## config.mk

```make
export PLATFORM = sky130hd
export DESIGN_NAME = mod_updown_counter
export DESIGN_NICKNAME = d
export VERILOG_FILES = /design/src/rtl/counter_pkg.sv /design/src/rtl/mod_next_state.sv /design/src/rtl/mod_updown_counter.sv
export SDC_FILE = /design/constraint.sdc
export NUM_CORES = 1
export LEC_CHECK = 0
export ABC_AREA = 1
export ABC_CLOCK_PERIOD_IN_PS = 1400
export BUFFER_PORTS_ARGS = -buffer_cell sky130_fd_sc_hd__clkbuf_2
export CAP_MARGIN = 10
export CORE_UTILIZATION = 35
export CTS_BUF_LIST = sky130_fd_sc_hd__clkbuf_4 sky130_fd_sc_hd__clkbuf_8
export DETAILED_ROUTE_END_ITERATION = 8
export SYNTH_ARGS = -nofsm -noshare
export SYNTH_HDL_FRONTEND = slang
export SYNTH_SLANG_ARGS = --single-unit
```

## constraint.sdc

```tcl
create_clock -name clk -period 1.4 [get_ports clk]
set_input_delay 0.28 -clock clk [delete_from_list [all_inputs] [get_ports clk]]
set_output_delay 0.28 -clock clk [all_outputs]
set_load 0.01 [all_outputs]
```

## src/rtl/counter_pkg.sv

```systemverilog
// Shared constants and helpers for the modulo-N up/down counter family.
package counter_pkg;

   // Count direction as seen on the 'up' input.
   localparam logic DIR_UP   = 1'b1;
   localparam logic DIR_DOWN = 1'b0;

   // Behaviour at the count bounds, selected by the SATURATE parameter.
   localparam int MODE_WRAP = 0;
   localparam int MODE_SAT  = 1;

   // Clamp a requested load value into the legal range 0..top.
   // Operands are 64 bits wide, which covers every practical counter width.
   function automatic logic [63:0] clamp_load(input logic [63:0] value,
                                              input logic [63:0] top);
      return (value > top) ? top : value;
   endfunction

endpackage

```

## src/rtl/mod_next_state.sv

```systemverilog
// Combinational next-count, wrap and terminal-count logic for one counter digit.
// Any count at or above MODULUS-1 is treated as sitting at the top bound.
module mod_next_state
   import counter_pkg::*;
#(
   parameter int WIDTH    = 6,
   parameter int MODULUS  = 64,
   parameter int SATURATE = MODE_WRAP
) (
   input  logic [WIDTH-1:0] count,
   input  logic             up,
   input  logic             enable,
   input  logic             load,
   input  logic [WIDTH-1:0] load_value,
   output logic [WIDTH-1:0] count_next,
   output logic             wrap_next,
   output logic             tc
);

   // MODULUS-1 held as a WIDTH-bit constant; all ones when MODULUS == 2**WIDTH.
   localparam logic [WIDTH-1:0] TOP = WIDTH'(MODULUS - 1);

   logic             at_top;
   logic             at_bottom;
   logic [WIDTH-1:0] eff_count;

   assign at_top    = (count >= TOP);
   assign at_bottom = (count == '0);
   assign eff_count = at_top ? TOP : count;

   assign tc = enable & ((up == DIR_UP) ? at_top : at_bottom);

   // Priority load > enable > hold; wrap only when a bound is crossed.
   always_comb begin
      // NOTE: defaults first so every path assigns every output; no latches.
      count_next = count;
      wrap_next  = 1'b0;
      if (load) begin
         count_next = WIDTH'(clamp_load(64'(load_value), 64'(TOP)));
      end else if (enable) begin
         if (up == DIR_UP) begin
            if (!at_top) begin
               count_next = count + WIDTH'(1);
            end else if (SATURATE == MODE_SAT) begin
               count_next = TOP;
            end else begin
               count_next = '0;
               wrap_next  = 1'b1;
            end
         end else begin
            if (!at_bottom) begin
               count_next = eff_count - WIDTH'(1);
            end else if (SATURATE == MODE_SAT) begin
               count_next = '0;
            end else begin
               count_next = TOP;
               wrap_next  = 1'b1;
            end
         end
      end
   end

endmodule

```

## src/rtl/mod_updown_counter.sv

```systemverilog
// Modulo-N up/down counter: state registers and asynchronous clear around
// the mod_next_state logic. Cascade digits by feeding tc into the next enable.
module mod_updown_counter
   import counter_pkg::*;
#(
   parameter int WIDTH    = 6,
   parameter int MODULUS  = 64,
   parameter int SATURATE = MODE_WRAP
) (
   input  logic             clk,
   input  logic             clear,
   input  logic             enable,
   input  logic             up,
   input  logic             load,
   input  logic [WIDTH-1:0] load_value,
   output logic [WIDTH-1:0] count,
   output logic             tc,
   output logic             wrap
);

   logic [WIDTH-1:0] count_next;
   logic             wrap_next;

   mod_next_state #(
      .WIDTH    (WIDTH),
      .MODULUS  (MODULUS),
      .SATURATE (SATURATE)
   ) u_next (
      .count      (count),
      .up         (up),
      .enable     (enable),
      .load       (load),
      .load_value (load_value),
      .count_next (count_next),
      .wrap_next  (wrap_next),
      .tc         (tc)
   );

   // Count and wrap registers; clear forces zero immediately, regardless of clk.
   always_ff @(posedge clk or posedge clear) begin
      // NOTE: non-blocking assignments keep register updates order-independent.
      if (clear) begin
         count <= '0;
         wrap  <= 1'b0;
      end else begin
         count <= count_next;
         wrap  <= wrap_next;
      end
   end

endmodule

```

==> summary.txt <==
CP bufs+invs: 1
Pwr/cell area: 871 nW/um^2
Via Count: 803
CP max stage delay: 0.41 ns
Sequential fraction of the synthesis area: 28.2%
RSZ-0062 raised after global routing: true
Drt total wl: 1970 um
Vias in the first global route: 756
Peak supply drop: 0.573 mV
GR Overflow Total: 0
CP max FO: 3
H-tree levels: 1
Placed Instance Area: 883 sq um
CP top delay family: simple AND/OR/NAND/NOR gates
Buffers on Ports: 18
Worst Max-Slew Pin Slew: 0.300 ns
Core region area: 1580 sq um
Bufs on Longest Clock Path: 2
Die ar.: 1950 sq um
FILL cells: 143
TritonCTS clock tree: built
Die width: 44.2 um
Post-route DRC violation count: 0
Routed Antenna Nets: 0
Final setup violation count: 5
Drt first-iter violations: 15
Syn Area/Cell: 6.16 sq um
Largest area contributor in the netlist: dfrtp_1
First-pass GRT wire length: 3330 um
WL met2: 969 um
Initial Utilization: 39.4%
M1 WL: 888 um
Final Cell Area: 1040 sq um
#FFs+latches synth: 7
GRT Total Usage: 23.3%
Vias per inst: 5.02
Routed wire per std cell: 12.3 um
Rows: 14
Clock sinks: 7
Worst-path clk slew: 0.05 ns
Layout net count: 158
Post-synth cell types: 19
Max_slew headroom: 79.9%
F_max: 603 MHz
Root Driver: clkbuf_4
Die Y: 44.2 um
Cells after Synth: 101
Crit-path cells: ha_4 -> nand3_4 -> nor2_4 -> nor2_4 -> nor3_4 -> buf_2
GPL Wtd Cong: 0.870
CP most frequent cell: nor2_4
WS Path Type: register to output pin
IO Count: 19
Crit path time final: 1.66 ns
Arrival @ worst endpoint: 1.38 ns
Pre-antenna DRT Iters: 4
Outcome: complete, but fails checks
Crit path required time: 1.12 ns
Synth warn: 0
Hold crit path type: primary input to register
Largest net degree at the start of global routing: 9
Area grow syn2layout: 66.6%
Slowest stage cell, crit path: dfrtp_2
CTS buffer count: 3
Final hold slack: 0.294 ns
Top cell type's share of synthesized area: 28.2%
Routed length on met3: 78 um
Leakage power: 0.562 nW
Max layer used: met4
Post-DP HPWL: 1550 um
Reg2Reg Setup Slack: -0.14 ns
Max_cap viols: 0
Share of layout cells above drive strength 1: 46.5%
Largest cells by area after synthesis: dfrtp_1 28%, nand2_1 15%, inv_1 9.7%, nor2_1 9.1%, nand3_1 5.6%
Final period utilization: 118%
Critical Path End Type: output pin
Setup WS pre-CTS: -0.0529 ns
Mapped cell area: 622 sq um
Antenna cells: 0
Net Count, Synth: 114
Initial antenna violation count: 0
Worst setup margin: -0.258 ns
Failing checks: negative setup slack
Power, Total: 0.903 mW
Crit path launch type: register
Fin. max-slew vios: 0
Final hold violations: 0
Clock Latency Late Sink: 0.25 ns
Worst-case clock skew: 0.00351 ns
cells in the mapped netlist (all sizes together):
library cell and number:
a21oi 2, a22oi 2, dfrtp 7, ha 2
inv 17, nand2 28, nand3 8, nand4 2
nor2 19, nor3 1, nor4 1, o21ai 8
o22ai 2, xor2 2
tightest hold or removal path, delay by kind of cell:
family	cells	cell delay, ns
AO/OA/AOI/OAI	2	0.15
buffers and inverters	1	0.08
final timing paths:
kind	from	to	cells after the start
min in group asynchronous	clear	count[3]	3
hold reg to reg	count[4]	count[4]	2
hold / removal	load_value[4]	count[4]	3
setup reg to reg	count[0]	count[3]	13
max in group asynchronous	clear	count[1]	3
setup / recovery	count[0]	tc	6
metrics by stage:
| step | instances | TNS (ns) | util (%) |
|---|---|---|---|
| floorplan | 101 | -0.000419 | - |
| global placement | 149 | -0.0795 | 56.0 |
| detailed placement | 149 | -0.137 | 56.0 |
| CTS | 159 | -0.376 | 61.7 |
| global route | 160 | -1.07 | 65.7 |
| finish | 160 | -0.527 | 65.7 |
state kept, by name, summed over array words and instances (netlist names):
register,count
wrap,1
count,6
logic make-up (layout without fill, tap and decap cells):
family	Yosys count	after routing	share of synthesized area [%]
simple gates	59	59	42.3
compound gates	14	14	12.5
xor+xnor	2	2	2.82
flops	7	7	28.2
buf+inv	17	60	10.3
fa+ha+maj	2	2	4.02
placed cells by master, fill, tap and decap left out, drive strengths merged:
master       netlist  layout
nand4              2       2
a22oi              2       2
nor4               1       1
dfrtp              7       7
nor2              19      19
clkbuf             0      21
xor2               2       2
o21ai              8       8
nand2             28      28
nor3               1       1
buf                0      21
dlygate4sd3        0       1
nand3              8       8
a21oi              2       2
inv               17      17
o22ai              2       2
ha                 2       2
repair_timing:
item | CTS | global route
endpoints found under the setup margin | 5 | 8
hold endpoints to repair | 7 | 0
pin swaps | 9 | 9
gates resized for setup | 4 | 15
buffers inserted | 5 | 1
cloned | 0 | 0
hold buffers | 1 | 0
area by class of cell:
class	instances	area, sq um	share of cell area, %
Multi-Input combinational cell	77	484	46.7
Timing Repair Buffer	39	258	24.9
Sequential cell	7	178	17.1
Inverter	17	66.3	6.40
Clock buffer	4	30.0	2.90
Tap cell	16	20.0	1.93
routing by layer:
layer  GRT usage (%)  vias up
met5               0        -
met4            10.3        0
met3            2.04        6
met2            38.8       21
li1                -      410
met1            30.7      366
power by group:
group          leakage [nW]  internal (mW)  switching [mW]
Sequential           0.0833          0.228          0.0369
Clock                0.0184          0.128          0.0735
Combinational         0.460          0.198           0.237
Total                 0.562          0.555           0.348
Power figures use the tool's default switching activity.
